<file path="config.mk">
export PLATFORM = sky130hd
export DESIGN_NAME = overlapping
export DESIGN_NICKNAME = d
export VERILOG_FILES = /design/src/rtl/overlapping_pkg.sv /design/src/rtl/overlapping_next_state.sv /design/src/rtl/overlapping.sv
export SDC_FILE = /design/constraint.sdc
export NUM_CORES = 1
export LEC_CHECK = 0
export ABC_AREA = 1
export CORE_AREA = 2 2 39 41
export CTS_BUF_LIST = sky130_fd_sc_hd__clkbuf_8
export DETAILED_ROUTE_END_ITERATION = 7
export DIE_AREA = 0 0 41 43
export MAX_ROUTING_LAYER = met4
export PLACE_DENSITY_LB_ADDON = 0.2
export SLEW_MARGIN = 40
export SYNTH_ARGS = -nofsm -noshare
export SYNTH_HDL_FRONTEND = slang
export SYNTH_SLANG_ARGS = --single-unit
</file>
<file path="constraint.sdc">
create_clock -name clk -period 1.3 [get_ports clk]
set_clock_uncertainty 0.15 [all_clocks]
set_input_delay 0.13 -clock clk [delete_from_list [all_inputs] [get_ports clk]]
set_output_delay 0.13 -clock clk [all_outputs]
set_load 0.01 [all_outputs]
</file>
<file path="src/rtl/overlapping_pkg.sv">
// Shared constants and the elaboration-time KMP transition function for the
// overlapping sequence detector.
package overlapping_pkg;

  localparam int          DEFAULT_SEQ_LEN = 4;
  localparam logic [15:0] DEFAULT_SEQ     = 16'b1011;

  function automatic int state_width(input int len);
    return $clog2(len + 1);
  endfunction

  // State k means k leading bits of seq (MSB first) are matched. Appends bit b
  // and returns the longest suffix of that string which is also a proper
  // prefix of seq (proper only matters for k == len, giving the overlap).
  function automatic int next_state(input int k, input int b,
                                    input logic [15:0] seq, input int len);
    logic [16:0] s;
    logic        ok;
    logic        found;
    int          result;
    s      = '0;
    found  = 1'b0;
    result = 0;
    for (int i = 0; i < 16; i++) begin
      if (i < k) s[i] = seq[len-1-i];
    end
    s[k] = b[0];
    for (int j = 16; j >= 1; j--) begin
      if (!found && j <= k + 1 && j <= len) begin
        ok = 1'b1;
        for (int t = 0; t < 16; t++) begin
          if (t < j && s[k+1-j+t] != seq[len-1-t]) ok = 1'b0;
        end
        if (ok) begin
          found  = 1'b1;
          result = j;
        end
      end
    end
    return result;
  endfunction

endpackage

</file>
<file path="src/rtl/overlapping_next_state.sv">
// Pure combinational next-state lookup; the table is built at elaboration
// from the KMP transition function so any pattern works.
module overlapping_next_state
  import overlapping_pkg::*;
#(
  parameter int                 SEQ_LEN = DEFAULT_SEQ_LEN,
  parameter logic [SEQ_LEN-1:0] SEQ     = SEQ_LEN'(DEFAULT_SEQ),
  localparam int                W       = state_width(SEQ_LEN)
) (
  input  logic [W-1:0] i_state,
  input  logic         i_bit,
  output logic [W-1:0] o_next
);

  localparam int ENTRIES = 2 * (SEQ_LEN + 1);

  logic [W-1:0] w_table [ENTRIES];
  logic [W:0]   w_index;

  genvar gi, gb;
  generate
    for (gi = 0; gi <= SEQ_LEN; gi++) begin : g_state
      for (gb = 0; gb < 2; gb++) begin : g_bit
        localparam int NXT = next_state(gi, gb, 16'(SEQ), SEQ_LEN);
        assign w_table[2*gi+gb] = W'(NXT);
      end
    end
  endgenerate

  assign w_index = {i_state, i_bit};

  // Unused binary codes above S_SEQ_LEN fall back to S0.
  always_comb begin
    o_next = '0;
    if (i_state <= W'(SEQ_LEN)) o_next = w_table[w_index];
  end

endmodule

</file>
<file path="src/rtl/overlapping.sv">
// Moore overlapping serial sequence detector. Optional macro DETECT_COUNT_EN
// adds a saturating 16-bit hit counter output det_count.
module overlapping
  import overlapping_pkg::*;
#(
  parameter int                 SEQ_LEN = DEFAULT_SEQ_LEN,
  parameter logic [SEQ_LEN-1:0] SEQ     = SEQ_LEN'(DEFAULT_SEQ)
) (
  input  logic        clk,
  input  logic        rst,
  input  logic        data,
  output logic        detected
`ifdef DETECT_COUNT_EN
  ,
  output logic [15:0] det_count
`endif
);

  localparam int           W      = state_width(SEQ_LEN);
  localparam logic [W-1:0] S_LAST = W'(SEQ_LEN);

  logic [W-1:0] r_state;
  logic         r_detected;
  logic [W-1:0] w_next;
  logic         w_hit_next;

  overlapping_next_state #(
    .SEQ_LEN (SEQ_LEN),
    .SEQ     (SEQ)
  ) u_next_state (
    .i_state (r_state),
    .i_bit   (data),
    .o_next  (w_next)
  );

  assign w_hit_next = (w_next == S_LAST);

  always_ff @(posedge clk) begin
    if (!rst) begin
      r_state    <= '0;
      r_detected <= 1'b0;
    end else begin
      r_state    <= w_next;
      r_detected <= w_hit_next;
    end
  end

  assign detected = r_detected;

`ifdef DETECT_COUNT_EN
  logic [15:0] r_count;

  // Counts on the entering edge so the count moves together with detected.
  always_ff @(posedge clk) begin
    if (!rst) begin
      r_count <= '0;
    end else if (w_hit_next && r_count != 16'hFFFF) begin
      r_count <= r_count + 16'd1;
    end
  end

  assign det_count = r_count;
`endif

endmodule

</file>
Word level (Yosys, flattened, before mapping)
Memories as Yosys holds them, arrays and structs flattened.
Index checks and enable logic that the tools add are counted.
{"block": "op_classes", "mux": 3, "n_eq_ne": 1, "n_bitwise": 1, "magnitude_cmp": 2}
{"operator": "$mux 3", "count": 3}
{"operator": "$ge 5x5->1 const B", "count": 1}
{"operator": "$not 4->5", "count": 1}
{"operator": "$eq 3x3->1 const B", "count": 1}
{"operator": "$le 3x3->1 const B", "count": 1}
{"block": "totals", "out_inout_bits": 1, "reg_bits": 4, "romBits": 48, "inputBits": 3, "memories": 1, "elab_cells": 10}
{"name": "(name not given)", "depth": 16, "word_bits": 3, "rd": 1, "rd_clocked_by_memory_dff": 0, "write_ports": 0, "line": "overlapping_next_state.sv:35", "source": "if (i_state <= W'(SEQ_LEN)) o_next = w_table[w_index];"}

Depth between registers and ports, before layout
Gate-level depths: netlist of the first run.
{"block": "logic_depth", "depth_word": 6, "ltp_mapped": 7, "mapped_depth_nobuf": 7}

Cells and area by module
From an unflattened synthesis of the first run, not the netlist that was laid out.
{"block": "unflattened", "cells_unflattened": 34, "area_unflattened_um2": 224.0}
{"module": "overlapping", "area_per_inst_um2": 117.6, "seq_area_each_um2": 80.1, "cells_per_inst": 14, "instances": 1}
{"module": "overlapping_next_state", "area_per_inst_um2": 106.4, "seq_area_each_um2": 0.0, "cells_per_inst": 20, "instances": 1}

Least setup slack after synthesis of the first run
OpenSTA, ideal clock, no wires.
{"block": "synth_timing", "kind": "flip-flop to flip-flop", "from": "register r_state[0]", "to": "register r_detected, in the netlist detected", "setup_ps": 113, "synth_period_minus_slack_ps": 1073, "required_ps": 1037, "arrival_time_ps": 811, "stages_incl_launch_ff": 6, "n_path_buf": 0, "slack_ps": 227, "cell_sequence": "dfxtp_1 > ha_1 > nand2_1 > nand3_1 > nand3_1 > nor2_1"}
{"block": "synth_between", "elab_chain_cells": 6, "word_cells_on_any_way": 7, "cone_classes": "order compare: 1; eq/ne: 1; mux: 3; bitwise: 1; memory: 1"}
{"element": "start: declaration", "line": "overlapping.sv:22", "source": "logic [W-1:0] r_state;"}
{"element": "start signal: assignment", "line": "overlapping.sv:43", "source": "r_state <= w_next;"}
{"element": "$not 4->5 (not written as such)", "line": "overlapping_next_state.sv:35"}
{"element": "$mem_v2 16x3"}
{"element": "$mux 3 (not written as such) (2 in series)", "line": "overlapping_next_state.sv:35"}
{"element": "$mux 3 (*)", "line": "overlapping_next_state.sv:35"}
{"element": "$eq 3x3->1 (*)", "line": "overlapping.sv:36", "source": "assign w_hit_next = (w_next == S_LAST);"}
{"element": "end signal: assignment", "line": "overlapping.sv:44", "source": "r_detected <= w_hit_next;"}
{"element": "end: declaration", "line": "overlapping.sv:23", "source": "logic r_detected;"}
Mark *: on every way between the ends. The rest lies on a longest branch, timed or not. The select of a mux whose other input is x is not followed.
A chain may end at the register's enable or synchronous reset.

Worst setup path after layout of the first run
Same ends and word-level chain as after synthesis.

==> metrics.md, run 1 <==
| Metric | Value |
|---|---|
| Slowest-stage cell, CP | `dfxtp_1` |
| Synthesized cell area | `219 µm²` |
| Residual DRC count | `0` |
| Post-route fraction of the period consumed by the critical path | `86.8%` |
| Ratio of cells with drive above 1 in the final layout | `22.5%` |
| Overall track demand over capacity in global routing | `6.58%` |
| Multi-input logic area | `118 µm²` |
| Endpoint type of the worst setup path | `flop` |
| I/O Pins | `4` |
| Buffers inserted by post-CTS timing repair | `0` |
| Final-stage net count | `48` |
| Critical path class | `reg -> reg` |
| Diode count | `0` |
| Reg-to-Reg Start | `r_state[0]` |
| Total number of cells along the worst setup path | `5` |
| Net count after synthesis | `37` |
| Worst path arrival time | `1.09 ns` |
| Highest clock rate | `886 MHz` |
| Area share of and/or/nand/nor cells after synthesis | `32.0%` |
| Max-slew headroom at the worst pin | `87.4%` |
| Synthesized-area fraction occupied by ao, oa, aoi and oai cells | `2.29%` |
| Warnings from Yosys | `0` |
| Top fanout value on the critical path | `4` |
| Number of I/O port buffers | `3` |
| CTS tree | `built` |
| Kind of launch point of the worst setup path | `flop` |
| Starting density of the core | `15.8%` |
| Portion of netlist area occupied by mux cells | `0%` |
| Cell chain of the critical path | `ha_1, nand2_1, nand3_2, nand3_1, nor2_1` |
| Die boundary width | `41 µm` |
| Worst Setup Slack post-DPL | `-0.191 ns` |
| Final routed wirelength across all metal layers | `406 µm` |
| Final std cells w/o fill | `56` |
| Reg2Reg Depth | `5` |
| Final Hold Vio Count | `0` |
| Crit path buffers/inverters | `0` |
| Setup repair after global routing missed its margin | `no` |
| Worst setup startpoint | `r_state[0]` |
| Number of buffers between clock root and the deepest sink | `2` |
| Vias per Instance | `3.68` |
| Global-route wire length before repair | `676 µm` |
| Chip Height | `43 µm` |
| Std-Cell Rows | `14` |
| Category of cells accounting for the largest share of critical-path delay | `flip-flops` |
| Average footprint of a synthesized cell | `7.06 µm²` |
| Layout filler cell count | `168` |
| Number of global-route vias before repair | `165` |
| Static leakage power | `0.171 nW` |
| Power per cell area | `1280 nW/µm²` |
| Detail Route Antenna Nets | `0` |
| Netlist cell types | `10` |
| Worst slew pin tran | `0.189 ns` |
| Maximum number of pins on one net before global-route repair | `6` |
| Final min period | `1.13 ns` |
| Outcome | `finished clean` |
| Source-to-sink clock delay at the later pin of the worst-skew pair | `0.21 ns` |
| Wire per inst | `7.25 µm` |
| Final setup slack of the worst path | `0.172 ns` |
| Cts bufs inserted | `3` |
| Clock-pin slew on the worst setup and hold paths | `0.03 ns` |
| Area of the core | `1380 µm²` |
| Arithmetic-cell share of the synthesized area counting full adders, half adders and majority gates | `17.1%` |
| Largest incremental delay on the critical path | `0.36 ns` |
| Type of the tightest min-delay check | `in -> reg` |
| Number of flip-flops and latches in the synthesized netlist | `4` |
| Clock root buffer master | `clkbuf_8` |
| Die Footprint | `1760 µm²` |
| Number of H-tree levels | `1` |
| Launch point of the worst hold path | `data` |
| Total of endpoints with negative setup slack in the final report | `0` |
| Number of placed instances with taps included | `53` |
| Number of pins exceeding their max-slew limit in the final report | `0` |
| Gate count of the mapped netlist | `31` |
| Reg area | `80.1 µm²` |
| Last weighted congestion value of the routability-driven placer | `0.723` |
| Number of max-capacitance violations reported | `0` |
| Drt first pass iters | `3` |
| Xor-xnor portion of the synthesized cell area | `0%` |
| Total congestion overflow | `0` |
| First-iteration detailed-routing DRC count | `1` |
| Final Core Density | `24.5%` |
| Required time at the worst-slack endpoint | `1.26 ns` |
| Maximum ir drop on the vdd rail | `0.000640 V` |
| Area growth from synthesis to layout | `54.9%` |
| Cells on Worst Hold Path | `5` |
| Combinational family with the most area after synthesis | `simple AND/OR/NAND/NOR gates` |
| Initial antenna violation count | `0` |
| Vias post-DR | `206` |
| Total power after layout | `433 µW` |
| Num Clock Sinks | `4` |
| Post-synthesis sequential area ratio | `36.6%` |
| Detailed Place HPWL | `315 µm` |
[worst register-to-register path: stages (launching register included)]
cell     delay, ns
dfxtp_1       0.36
ha_1          0.25
nand2_1       0.07
nand3_2       0.08
nand3_1       0.07
nor2_1        0.04
[cells by family after synthesis]
| group | count (synthesis) |
|---|---|
| flip-flops | 4 |
| AND/OR/NAND/NOR | 16 |
| AO/OA/AOI/OAI | 1 |
| adder cells (fa/ha/maj) | 3 |
| buffers and inverters | 7 |
[flip-flops by register name, summed over array words and instances, names as in the netlist]
signal	count
r_state	3
detected	1
[cell usage in the layout (no fill, tap or decap)]
cell,synthesis,final
clkbuf_8,0,3
buf_4,0,3
dfxtp_1,4,4
nand3_1,3,2
a21oi_1,1,1
clkdlybuf4s50_1,0,1
nand2_1,6,6
dlymetal6s2s_1,0,1
nor3_1,1,1
nor2_2,1,1
inv_1,7,7
dlygate4sd2_1,0,1
nand3_2,0,1
nor2_1,4,4
ha_1,3,3
nand2_2,1,1
[worst paths after layout]
kind	endpoint	slack (ns)
max	detected	0.17
min reg2reg	r_state[1]	0.36
min	r_state[1]	0.27
max reg2reg	detected	0.17
[synthesized netlist by cell type (all sizes together)]
cell type	n	area, µm²
inv	7	26.3
nand3	3	15.0
a21oi	1	5.00
nor2	5	21.3
nor3	1	5.00
ha	3	37.5
dfxtp	4	80.1
nand2	7	28.8
[metrics by stage]
| step | hold WS [ns] | cell area, µm² | setup TNS, ns |
|---|---|---|---|
| floorplan | 0.112 | 219 | 0 |
| global placement | 0.359 | 292 | -0.527 |
| detailed placement | 0.350 | 292 | -0.514 |
| CTS | 0.352 | 332 | 0 |
| global route | 0.312 | 339 | 0 |
| finish | 0.269 | 339 | 0 |
[report_power, final]
part           total, mW  switching, mW  internal (mW)
logic             0.0422         0.0212         0.0209
registers          0.135        0.00581          0.129
clock network      0.256         0.0593          0.197
[layer usage]
metal / wire length (µm) / up-vias / GRT usage, %
met5: 0 / - / -
met4: 0 / 0 / 2.00
met3: 28 / 0 / 7.85
met2: 164 / 6 / 6.25
met1: 214 / 88 / 8.36
li1: - / 112 / -
[final cells by class]
class / count / area share [%]
clock buffer: 3 / 12.2
tap: 16 / 5.90
timing repair buffer: 6 / 15.9
sequential: 4 / 23.6
inverter: 7 / 7.75
multi-input combinational: 20 / 34.7
[timing repair]
item | in CTS | in global routing
hold endpoints to repair | 0 | 0
gates resized for setup | 1 | 2
cloned | 0 | 0
hold buffers | 0 | 0
endpoints found under the setup margin | 1 | 2
No activity file was read; power rests on OpenSTA's default activity.
==> inputs of run 2 (changes only) <==
Settings changed: CAP_MARGIN set to 20.
==> results of run 2 <==
Final layout, timing and power as in run 1 (identical DEF).
